===== config.mk =====
export PLATFORM = sky130hd
export DESIGN_NAME = hamming74_decoder
export DESIGN_NICKNAME = d
export VERILOG_FILES = /design/src/rtl/hamming74_decoder.sv
export SDC_FILE = /design/constraint.sdc
export NUM_CORES = 1
export LEC_CHECK = 0
export ABC_AREA = 0
export CORE_MARGIN = 2
export CORE_UTILIZATION = 50
export CTS_CLUSTER_DIAMETER = 60
export DETAILED_ROUTE_END_ITERATION = 10
export GPL_TIMING_DRIVEN = 0
export PLACE_DENSITY = 0.79
export SLEW_MARGIN = 20
export SYNTH_ARGS = -nofsm -noshare
export SYNTH_HDL_FRONTEND = slang
export SYNTH_SLANG_ARGS = --single-unit

===== constraint.sdc =====
create_clock -name clk -period 2.1 [get_ports clk]
set_input_delay 0.315 -clock clk [delete_from_list [all_inputs] [get_ports clk]]
set_output_delay 0.315 -clock clk [all_outputs]
set_load 0.02 [all_outputs]

===== src/rtl/hamming74_decoder.sv =====
// hamming74_decoder: streaming Hamming(7,4) single-error-correcting decoder.
// Two registered stages with valid/ready backpressure and saturating stats.
package hamming74_pkg;

  typedef struct packed {
    logic [6:0] code;
    logic [2:0] syn;
  } s1_t;

endpackage

module hamming74_decoder
  import hamming74_pkg::*;
#(
  parameter int CNT_W = 16
) (
  input  logic             clk,
  input  logic             rst,
  input  logic             in_valid,
  output logic             in_ready,
  input  logic [6:0]       code_in,
  output logic             out_valid,
  input  logic             out_ready,
  output logic [3:0]       data_out,
  output logic [2:0]       syndrome_out,
  output logic             err_corr,
  input  logic             clr_cnt,
  output logic [CNT_W-1:0] word_cnt,
  output logic [CNT_W-1:0] corr_cnt
);

  localparam logic [CNT_W-1:0] CNT_MAX = '1;
  localparam logic [CNT_W-1:0] CNT_ONE = CNT_W'(1);

  logic       s1_valid;
  s1_t        s1_q;
  s1_t        s1_d;
  logic       s2_valid;
  logic       s1_en;
  logic       s2_en;
  logic       fire;
  logic [7:0] onehot;
  logic [6:0] fixed;

  assign s2_en     = !s2_valid | out_ready;
  assign s1_en     = !s1_valid | s2_en;
  assign in_ready  = s1_en;
  assign out_valid = s2_valid;
  assign fire      = s2_valid & out_ready;

  // syndrome {s4,s2,s1} of the incoming word
  always_comb begin
    s1_d.code   = code_in;
    s1_d.syn[0] = code_in[0] ^ code_in[2]
                ^ code_in[4] ^ code_in[6];
    s1_d.syn[1] = code_in[1] ^ code_in[2]
                ^ code_in[5] ^ code_in[6];
    s1_d.syn[2] = code_in[3] ^ code_in[4]
                ^ code_in[5] ^ code_in[6];
  end

  // stage 1: capture codeword and syndrome
  always_ff @(posedge clk) begin
    if (rst) begin
      s1_valid <= 1'b0;
      s1_q     <= '0;
    end else if (s1_en) begin
      s1_valid <= in_valid;
      if (in_valid) begin
        s1_q <= s1_d;
      end
    end
  end

  // invert code[S-1]; S=0 shifts the one-hot out
  always_comb begin
    onehot = 8'd1 << s1_q.syn;
    fixed  = s1_q.code ^ onehot[7:1];
  end

  // stage 2: corrected data and status
  always_ff @(posedge clk) begin
    if (rst) begin
      s2_valid     <= 1'b0;
      data_out     <= '0;
      syndrome_out <= '0;
      err_corr     <= 1'b0;
    end else if (s2_en) begin
      s2_valid <= s1_valid;
      if (s1_valid) begin
        data_out     <= {fixed[6], fixed[5],
                         fixed[4], fixed[2]};
        syndrome_out <= s1_q.syn;
        err_corr     <= |s1_q.syn;
      end
    end
  end

  // saturating link statistics, clear wins
  always_ff @(posedge clk) begin
    if (rst || clr_cnt) begin
      word_cnt <= '0;
      corr_cnt <= '0;
    end else if (fire) begin
      if (word_cnt != CNT_MAX) begin
        word_cnt <= word_cnt + CNT_ONE;
      end
      if (err_corr && corr_cnt != CNT_MAX) begin
        corr_cnt <= corr_cnt + CNT_ONE;
      end
    end
  end

endmodule


==> impl_metrics.toml, run 1 <==
[logic_synthesis]
synthArstFlopShare_pct = 0
syn_avg_cell_area_um2 = 8.55
synthAdderAreaFrac_pct = 1.04
synth-main-ff-cell = "dfxtp_1"
ys_seq_area_share_pct = 40.8
synth.area.mux_share_pct = 5.41
synth_top_family_by_area = "simple AND/OR/NAND/NOR gates"
synth_cell_type_count = 37
synth-simple-area-share_pct = 27.3
ys_ff_latch = 49
ys.warnings.count = 0
synth_area_mm2 = 0.00240
synth_compound_area_share_pct = 18.3
synth_xor_area_share_pct = 4.37
synth.net_count = 295
synth_edf_count = 0
syn_inst = 281

[timing]
timing_hold_violations_final = 0
post-route-period-util_pct = 94.2
fin_skew_ns = 0.00760
slew_headroom_pct = 63.5
worst_slew_pin_slew_ns = 0.543
timing.fmax_mhz = 506
period_needed_ns = 1.98
drv_slew = 0
rsz0062_at_grt = "no"
tns_ns = 0
setup_viol_count_final = 0

[layout]
stdcell_count = 398
area_delta_synth_final_pct = 30.2
antenna_cells = 0
utilization_pct = 66.7
layout-drive-gt1-share_pct = 6.69
nets = 357

[route]
avgRoutedWirePerCell_um = 14.2
via_per_inst = 5.85
firstDrtPassIters = 4
antenna_left = 0
vias = 2328
route.detailed.drc = 0
drt-initial-drc-count = 126
routed_wirelength_um = 5670

[clock_network]
clk_pin_slew_worst_paths_ns = 0.09
cts_root_buf = "clkbuf_8"
cts-buffers-inserted = 5
cts.path.max_buffers = 2
htreeDepth = 2
cts_tree = "done"
cts_sinks = 49
insertion_delay_ns = 0.31

[critical_path]
crit_path_start_kind = "register"
worstSetupPathType = "register to register"
cp-end-kind = "register"
cp_data_arrival_time_ns = 2.22
ff2ff_setup_slack_ns = 0.12
crit_required_ns = 2.34
crit_fanout = 7

[pwr]
leakagePower_uw = 0.000986
vdd_drop_max_mv = 0.427
p_per_area_mw_per_mm2 = 563
power_uw = 1760

[die]
initial_core_util_pct = 51.2
die_w_um = 73.3
core_mm2 = 0.00469
fp.dieH_um = 73.3
fp-row-count = 25
dieArea_mm2 = 0.00538
ios = 54

[placed_design]
dp_cells = 388
io_buffers = 53
place.gp.congestion = 0.834
dp_hpwl_um = 4240

[status]
status = "finished clean"

[global_routing]
track_usage_pct = 22.1
grt_pass1_wl_um = 9440
grt_pass1_vias = 2069
grt_max_degree = 15
gr-total-overflow = 0
antenna_found_initial = 0

[hold_path]
hp-class = "register to register"

[job]
cap_violations = 0
## cell usage after synthesis, types with 2 or more instances
| cell | count | share of area, % |
|---|---|---|
| a21oi_1 | 24 | 5.0 |
| nor3_1 | 5 | 1.0 |
| or2_2 | 3 | 0.78 |
| and2_1 | 6 | 1.6 |
| ha_1 | 2 | 1.0 |
| xnor2_1 | 5 | 1.8 |
| nor2_1 | 25 | 3.9 |
| a2111o_1 | 3 | 1.4 |
| nor4_1 | 4 | 1.0 |
| or3_2 | 2 | 0.62 |
| dfxtp_1 | 49 | 41 |
| inv_1 | 5 | 0.78 |
| or3_1 | 9 | 2.3 |
| o21ai_0 | 9 | 1.9 |
| or4_1 | 10 | 3.1 |
| o311ai_0 | 3 | 1.1 |
| nand4_1 | 9 | 2.3 |
| nand2_1 | 24 | 3.7 |
| mux2i_1 | 13 | 5.4 |
| o31ai_1 | 10 | 3.1 |
| xor2_1 | 7 | 2.6 |
| o41ai_1 | 3 | 1.1 |
| a211oi_1 | 11 | 3.4 |
| nand3b_1 | 2 | 0.62 |
| and4_1 | 6 | 2.2 |
| clkbuf_1 | 11 | 1.7 |
| nand3_1 | 11 | 2.3 |
## stage by stage
stage                     setup WS [ns]  instance area [um2]  hold WS [ns]
after CTS                       0.00282                 3100         0.468
after global routing             0.0404                 3130         0.523
final                             0.122                 3130         0.461
after floorplan                  0.0909                 2400         0.434
after global placement           -0.426                 3000         0.443
after detailed placement         -0.449                 3000         0.457
## area by class of cell
class	instances	area, um2
flip-flops and latches	49	986
plain buffers	12	46.3
well taps	54	67.6
fillers	417	1560
clock inverters	1	5.00
multi-input cells	215	1370
repair buffers	55	544
inverters	5	18.8
clock buffers	7	96.3
## layer usage
| layer | part of all wire [%] | wire length, um | vias to the layer above | track usage, % |
|---|---|---|---|---|
| li1 | - | - | 1182 | - |
| met1 | 46 | 2590 | 1094 | 28.0 |
| met2 | 50 | 2820 | 47 | 37.3 |
| met3 | 3.6 | 202 | 5 | 4.53 |
| met4 | 1.1 | 61 | 0 | 8.08 |
| met5 | 0 | 0 | - | 0 |
## placed cells by master, fill, tap and decap left out, types with 4 or more instances in the layout
cell | synthesis | routed
dfxtp_2 | 0 | 4
o31ai_1 | 10 | 10
dfxtp_1 | 49 | 45
and2_1 | 6 | 6
a21oi_1 | 24 | 24
o21ai_0 | 9 | 9
xor2_1 | 7 | 7
a211oi_1 | 11 | 11
clkdlybuf4s50_1 | 0 | 52
nand4_1 | 9 | 9
clkbuf_1 | 11 | 11
nand2_1 | 24 | 24
mux2i_1 | 13 | 13
nor3_1 | 5 | 5
nand3_1 | 11 | 11
nor4_1 | 4 | 4
or3_1 | 9 | 9
and4_1 | 6 | 6
xnor2_1 | 5 | 5
inv_1 | 5 | 5
nor2_1 | 25 | 25
clkbuf_8 | 0 | 7
or4_1 | 10 | 10
## worst paths after layout
kind                            depth (start not counted)   startpoint      endpoint
worst max-delay path                                    5  corr_cnt[6]  corr_cnt[15]
worst min-delay path                                    2     s1_valid     out_valid
worst max register to register                          5  corr_cnt[6]  corr_cnt[15]
worst min register to register                          2     s1_valid     out_valid
## kinds of logic (layout without fill, tap and decap cells)
family | after synthesis | count (layout)
AOI/OAI and AO/OA | 67 | 67
and+or+nand+nor | 121 | 121
buffers and inverters | 17 | 80
xor gates and xnor gates | 12 | 12
muxes | 13 | 13
adders and majority gates | 2 | 2
DFF | 49 | 49
## sequential cells by signal (all words and copies together) (netlist names)
register / cells
out_valid: 1
err_corr: 1
s1_q: 7
s1_valid: 1
syndrome_out: 3
word_cnt: 16
corr_cnt: 16
data_out: 4
## worst max-delay path: stages (launching register included)
cell and delay [ns]:
dfxtp_1 0.41, nand4_1 0.19, or4_1 0.51, buf_2 0.17
or4_1 0.48, a21oi_1 0.15
## where the power goes
part	switching (uW)	leakage, uW	internal [uW]
combinational	83.2	0.000532	79.5
sequential	26.2	0.000400	951
clock	323	0.0000542	298
total	432	0.000986	1330
## what timing repair did
action                     in CTS  in global routing
hold buffers                    0                  0
setup endpoints to repair       3                  3
resized for setup               1                  5
cloned                          0                  0
pin swaps                       0                  1
buffers inserted                0                  2
Power figures use the tool's default switching activity.
==> inputs of run 2 (changes only) <==
==> constraint.sdc (replaced) <==
create_clock -name clk -period 2.1 [get_ports clk]
set_input_delay 0.315 -clock clk [delete_from_list [all_inputs] [get_ports clk]]
set_output_delay 0.315 -clock clk [all_outputs]
set_load 0.01 [all_outputs]
==> results of run 2 <==
Same layout as run 1 (identical final DEF). Status: finished clean.
Among the figures that moved: total power 1760 uW -> 1750 uW
==> inputs of run 3 (changes only) <==
--- a/config.mk
+++ b/config.mk
@@ -8,7 +8,6 @@
 export ABC_AREA = 0
 export CORE_MARGIN = 2
 export CORE_UTILIZATION = 50
-export CTS_CLUSTER_DIAMETER = 60
 export DETAILED_ROUTE_END_ITERATION = 10
 export GPL_TIMING_DRIVEN = 0
 export PLACE_DENSITY = 0.79
==> results of run 3 <==
Same layout as run 1 (identical final DEF). Status: finished clean.
Among the figures that moved: total power 1760 uW -> 1750 uW
